[config.mk]
export PLATFORM = sky130hd
export DESIGN_NAME = mem_arbiter
export DESIGN_NICKNAME = d
export VERILOG_FILES = /design/src/rtl/mem_arbiter_pkg.sv /design/src/rtl/mem_arbiter_rr_grant.sv /design/src/rtl/mem_arbiter.sv
export SDC_FILE = /design/constraint.sdc
export NUM_CORES = 1
export LEC_CHECK = 0
export ABC_AREA = 1
export BUFFER_PORTS_ARGS = -buffer_cell sky130_fd_sc_hd__buf_2
export CELL_PAD_IN_SITES_DETAIL_PLACEMENT = 1
export CELL_PAD_IN_SITES_GLOBAL_PLACEMENT = 2
export CORE_ASPECT_RATIO = 1.2
export CORE_UTILIZATION = 20
export CTS_CLUSTER_SIZE = 12
export DETAILED_ROUTE_END_ITERATION = 7
export PLACE_DENSITY_LB_ADDON = 0.1
export SKIP_LAST_GASP = 1
export SLEW_MARGIN = 20
export SYNTH_ARGS = -nofsm -noshare
export SYNTH_HDL_FRONTEND = slang
export SYNTH_HIERARCHICAL = 1
export SYNTH_SLANG_ARGS = --single-unit
export TNS_END_PERCENT = 100
[constraint.sdc]
create_clock -name clk -period 3.4 [get_ports clk]
set_input_delay 0.34 -clock clk [delete_from_list [all_inputs] [get_ports clk]]
set_output_delay 0.34 -clock clk [all_outputs]
set_load 0.02 [all_outputs]
[src/rtl/mem_arbiter_pkg.sv]
// Shared types and constants for the memory arbiter and its users.
// State encodings plus the channel ids the cpu top wires up.
package mem_arbiter_pkg;

    typedef enum logic [1:0] {
        ARB_IDLE  = 2'd0,
        ARB_ISSUE = 2'd1,
        ARB_WAIT  = 2'd2,
        ARB_RESP  = 2'd3
    } arb_state_t;

    localparam int CH_MEM   = 0;
    localparam int CH_FETCH = 1;

    function automatic int wrap_inc(input int v, input int n);
        return (v + 1 >= n) ? 0 : v + 1;
    endfunction

endpackage

[src/rtl/mem_arbiter_rr_grant.sv]
// Combinational grant picker: round-robin from a pointer, or fixed
// lowest-index priority when MEM_ARBITER_FIXED_PRIO_EN is defined.
module mem_arbiter_rr_grant #(
    parameter int NUM_CH = 2,
    parameter int IDX_W  = (NUM_CH > 1) ? $clog2(NUM_CH) : 1
) (
    input  logic [NUM_CH-1:0] i_req,
    input  logic [IDX_W-1:0]  i_ptr,
    output logic [NUM_CH-1:0] o_gnt,
    output logic [IDX_W-1:0]  o_idx
);

    logic [NUM_CH-1:0] w_pick;

`ifdef MEM_ARBITER_FIXED_PRIO_EN
    logic w_unused_ptr;
    assign w_unused_ptr = ^i_ptr;
    assign w_pick = i_req;
`else
    logic [NUM_CH-1:0] w_hi;
    // Requests at or above the pointer win first; otherwise wrap to the bottom.
    assign w_hi   = i_req & ~((NUM_CH'(1) << i_ptr) - NUM_CH'(1));
    assign w_pick = (|w_hi) ? w_hi : i_req;
`endif

    always_comb begin
        o_gnt = '0;
        o_idx = '0;
        for (int k = NUM_CH - 1; k >= 0; k--) begin
            if (w_pick[k]) begin
                o_gnt    = '0;
                o_gnt[k] = 1'b1;
                o_idx    = IDX_W'(k);
            end
        end
    end

endmodule

[src/rtl/mem_arbiter.sv]
// N-channel single-port RAM arbiter, one transaction in flight at a time.
// Define MEM_ARBITER_FIXED_PRIO_EN for fixed lowest-index priority.
module mem_arbiter
    import mem_arbiter_pkg::*;
#(
    parameter int NUM_CH  = 2,
    parameter int ADDR_W  = 32,
    parameter int DATA_W  = 32,
    parameter int MEM_LAT = 1
) (
    input  logic                     clk,
    input  logic                     rst,
    input  logic [NUM_CH-1:0]        req_valid,
    output logic [NUM_CH-1:0]        req_ready,
    input  logic [NUM_CH-1:0]        req_we,
    input  logic [NUM_CH*ADDR_W-1:0] req_addr,
    input  logic [NUM_CH*DATA_W-1:0] req_wdata,
    output logic [NUM_CH-1:0]        rsp_valid,
    output logic [DATA_W-1:0]        rsp_rdata,
    output logic [ADDR_W-1:0]        mem_address,
    output logic [DATA_W-1:0]        mem_data_in,
    output logic                     mem_write_enable,
    input  logic [DATA_W-1:0]        mem_data_out,
    output logic                     busy
);

    localparam int IDX_W = (NUM_CH > 1) ? $clog2(NUM_CH) : 1;
    localparam int CNT_W = $clog2(MEM_LAT) + 1;

    arb_state_t r_state;
    arb_state_t w_next;

    logic [IDX_W-1:0]  r_ptr;
    logic [IDX_W-1:0]  r_id;
    logic              r_we;
    logic [ADDR_W-1:0] r_addr;
    logic [DATA_W-1:0] r_wdata;
    logic [CNT_W-1:0]  r_cnt;

    logic [NUM_CH-1:0] w_gnt;
    logic [IDX_W-1:0]  w_idx;
    logic              w_accept;
    logic [ADDR_W-1:0] w_addr  [NUM_CH];
    logic [DATA_W-1:0] w_wdata [NUM_CH];

    for (genvar i = 0; i < NUM_CH; i++) begin : g_unpack
        assign w_addr[i]  = req_addr[i*ADDR_W +: ADDR_W];
        assign w_wdata[i] = req_wdata[i*DATA_W +: DATA_W];
    end

    mem_arbiter_rr_grant #(
        .NUM_CH (NUM_CH),
        .IDX_W  (IDX_W)
    ) u_grant (
        .i_req (req_valid),
        .i_ptr (r_ptr),
        .o_gnt (w_gnt),
        .o_idx (w_idx)
    );

    assign w_accept  = (r_state == ARB_IDLE) && !rst && (|req_valid);
    assign req_ready = w_accept ? w_gnt : '0;

    always_comb begin
        w_next = r_state;
        unique case (r_state)
            ARB_IDLE:  if (|req_valid) w_next = ARB_ISSUE;
            ARB_ISSUE: w_next = (MEM_LAT > 1) ? ARB_WAIT : ARB_RESP;
            ARB_WAIT:  if (r_cnt == CNT_W'(1)) w_next = ARB_RESP;
            ARB_RESP:  w_next = ARB_IDLE;
            default:   w_next = ARB_IDLE;
        endcase
    end

    always_ff @(posedge clk) begin
        if (rst) begin
            r_state <= ARB_IDLE;
            r_ptr   <= '0;
            r_id    <= '0;
            r_we    <= 1'b0;
            r_addr  <= '0;
            r_wdata <= '0;
            r_cnt   <= '0;
        end else begin
            r_state <= w_next;
            if (w_accept) begin
                r_id    <= w_idx;
                r_we    <= req_we[w_idx];
                r_addr  <= w_addr[w_idx];
                r_wdata <= w_wdata[w_idx];
`ifndef MEM_ARBITER_FIXED_PRIO_EN
                r_ptr   <= IDX_W'(wrap_inc(int'(w_idx), NUM_CH));
`endif
            end
            if (r_state == ARB_ISSUE) begin
                r_cnt <= CNT_W'(MEM_LAT - 1);
            end else if (r_state == ARB_WAIT) begin
                r_cnt <= r_cnt - CNT_W'(1);
            end
        end
    end

    // Write strobe decodes ISSUE directly, so a write issued alongside rst still lands.
    assign mem_write_enable = (r_state == ARB_ISSUE) && r_we;
    assign mem_address      = r_addr;
    assign mem_data_in      = r_wdata;
    assign rsp_valid        = (r_state == ARB_RESP) ? (NUM_CH'(1) << r_id) : '0;
    assign rsp_rdata        = mem_data_out;
    assign busy             = (r_state != ARB_IDLE);

endmodule

==> results.json <==
{
  "multiInputGateArea_mm2": 0.00168,
  "ys_seq_area_frac": 0.396,
  "ir_drop_v": 0.000176,
  "critPathLaunchType": "register",
  "crit_chain": "inv_1, a21oi_4, buf_4, inv_1, nor2_1, buf_2",
  "via_count": 3787,
  "nNetsFinal": 902,
  "numClockSinks": 70,
  "worst_slew_pin_slew_ns": 0.689,
  "synth_area_mm2": 0.00354,
  "cts_tree": "built",
  "finalHoldViolCount": 0,
  "crit_arrival_ns": 1.88,
  "grt_pass1_vias": 3738,
  "areaGrowthSynthToFinish_pct": 35.5,
  "synth_flop_cell": "dfxtp_1",
  "post-place-ws_ns": 1.39,
  "yosys-top-cells-area": "nand2_1 42%, dfxtp_1 40%, buf_4 9.3%, buf_2 1.8%, inv_1 1.7%",
  "top_usage_layer": "met2",
  "fin_crit_sh": 0.652,
  "yosys.area.top_type_share": 0.424,
  "total_power_uw": 3060,
  "post-cts-setup-buffers": 0,
  "antenna_cells": 0,
  "cp_common_cell": "inv_1",
  "post_cts_resized": 0,
  "slowest_stage": "buf_4",
  "power_frac_comb": 0.333,
  "core-area_mm2": 0.0171,
  "firstDrtPassIters": 4,
  "htreeDepth": 3,
  "drive_gt1_frac": 0.313,
  "hpwlAfterDp_um": 9240,
  "regArea_mm2": 0.00140,
  "pwr-share-clk": 0.313,
  "met1_usage": 0.151,
  "critical_path_peak_fanout": 66,
  "fp.dieW_um": 123,
  "holdBufCountCts": 0,
  "antenna_found_initial": 0,
  "syn-instance-count": 572,
  "detail_route.wl_per_cell_um": 12.8,
  "grt_overflow": 0,
  "synth.avg_cell_area_um2": 6.19,
  "clockBufferDepth": 2,
  "grt_usage": 0.133,
  "final_core_util": 0.280,
  "path_class": "reg2out",
  "max_stage_delay_ns": 0.58,
  "min_path_type": "in2reg",
  "layout_min_cycle_time_ns": 2.22,
  "vias_per_cell": 3.97,
  "synth_edf_count": 0,
  "relSlewSlack": 0.540,
  "grt_pass1_wl_um": 18600,
  "skew_ns": 0.00641,
  "grt_max_degree": 67,
  "finalMaxSlewViolations": 0,
  "power_leakage_uw": 0.00293,
  "dp.cells": 937,
  "seqPwrFrac": 0.354,
  "place_congestion": 0.707,
  "synth-async-reset-ratio": 0,
  "synth_common_cells": "400 x nand2_1, 70 x dfxtp_1, 44 x buf_4",
  "root_buffer": "clkbuf_16",
  "finalWorstSetupSlack_ns": 1.18,
  "p_switching_uw": 1120,
  "fill_cells": 2248,
  "tns_ns": 0,
  "instances_no_fill": 953,
  "fmax_mhz": 451,
  "clkLatencyLatePin_ns": 0.33,
  "ys_ff_latch": 70,
  "grt_use_met2": 0.225,
  "synth_nets": 742,
  "cellInternalPower_uw": 1940,
  "drt_wl_total_um": 12200,
  "crit_required_ns": 3.06,
  "synth.most_common_cell": "nand2_1",
  "setup_viol": 0,
  "start_util": 0.207,
  "path_clk_slew_ns": 0.06,
  "grt_use_met3": 0.0390,
  "grt_setup_unrepaired": "no",
  "num_io_pins": 268,
  "port_buffers": 203,
  "numCtsBuffers": 9,
  "cap_violations": 0,
  "swShare": 0.366,
  "status": "finished, final reports clean",
  "yosysTopAreaCell": "nand2_1",
  "setup.worst_path.end_class": "primary output",
  "dieArea_mm2": 0.0182,
  "synth_cell_types": 17,
  "chipHeight_um": 148,
  "ant_nets": 0,
  "drc": 0,
  "power_density_mw_per_mm2": 637,
  "drt-initial-drc-count": 94,
  "ys.warnings.count": 6,
  "rows": 52
}
## power groups by stage
| stage | sequential (uW) | combinational (uW) | clock [uW] |
|---|---|---|---|
| 5_1_grt | 1110 | 1140 | 1040 |
| 3_5_place_dp | 1100 | 1050 | 0 |
| 3_3_place_gp | 1100 | 1040 | 0 |
| 6_report | 1080 | 1020 | 957 |
| 2_1_floorplan | 1290 | 516 | 0 |
| 4_1_cts | 1090 | 1050 | 1000 |
## routing by layer
layer | vias to the layer above | wire length [um]
li1 | 1981 | -
met1 | 1631 | 5230
met2 | 152 | 5690
met3 | 23 | 1010
met4 | 0 | 265
met5 | - | 0
## critical path: cells and delay by family (launching register included)
family / cells / cell delay, ns
DFF: 1 / 0.37
AOI/OAI and AO/OA: 1 / 0.14
buffers and inverters: 4 / 0.93
and+or+nand+nor: 1 / 0.11
## metrics by stage
step / cell area (um^2) / hold slack, ns
6_report: 4800 / 0.262
5_1_grt: 4800 / 0.255
4_1_cts: 4800 / 0.250
3_5_place_dp: 4500 / 0.431
3_3_place_gp: 4500 / 0.423
2_1_floorplan: 3540 / 0.417
## final cells by class
type / instances / area share
flip-flops and latches: 70 / 0.292
clock inverters: 3 / 0.00886
well taps: 216 / 0.0563
clock buffers: 13 / 0.0542
inverters: 18 / 0.0141
multi-input cells: 423 / 0.349
repair buffers: 210 / 0.225
## kinds of logic after synthesis
logic type | after synthesis | synth area share
XOR/XNOR | 1 | 0.00247
AND/OR/NAND/NOR | 412 | 0.440
buffers and inverters | 79 | 0.135
flip-flops | 70 | 0.396
adder cells (fa/ha/maj) | 4 | 0.0141
AO/OA/AOI/OAI | 6 | 0.0131
## flip-flops by register name, indices dropped and copies added (netlist names)
register / flops
r_id: 1
r_cnt: 1
mem_address: 32
r_we: 1
mem_data_in: 32
r_state: 2
r_ptr: 1
## worst paths after layout
kind / start / end / slack (ns) / cells past startpoint
max: r_ptr / req_ready[1] / 1.18 / 6
min reg2reg: mem_data_in[12] / mem_data_in[12] / 0.44 / 2
min: rst / r_cnt / 0.26 / 2
max reg2reg: r_state[0] / mem_address[30] / 1.55 / 6
## cells in the final DEF (no fill, tap or decap), drive strengths merged
cell type	n
a21boi	1
nand3	3
nor3	1
a21oi	4
clkinv	1
clkinvlp	1
o21bai	1
clkbuf	13
inv	18
bufinv	1
nor2	8
xnor2	1
nand2	400
dfxtp	70
buf	210
ha	4
Power figures use the tool's default switching activity.
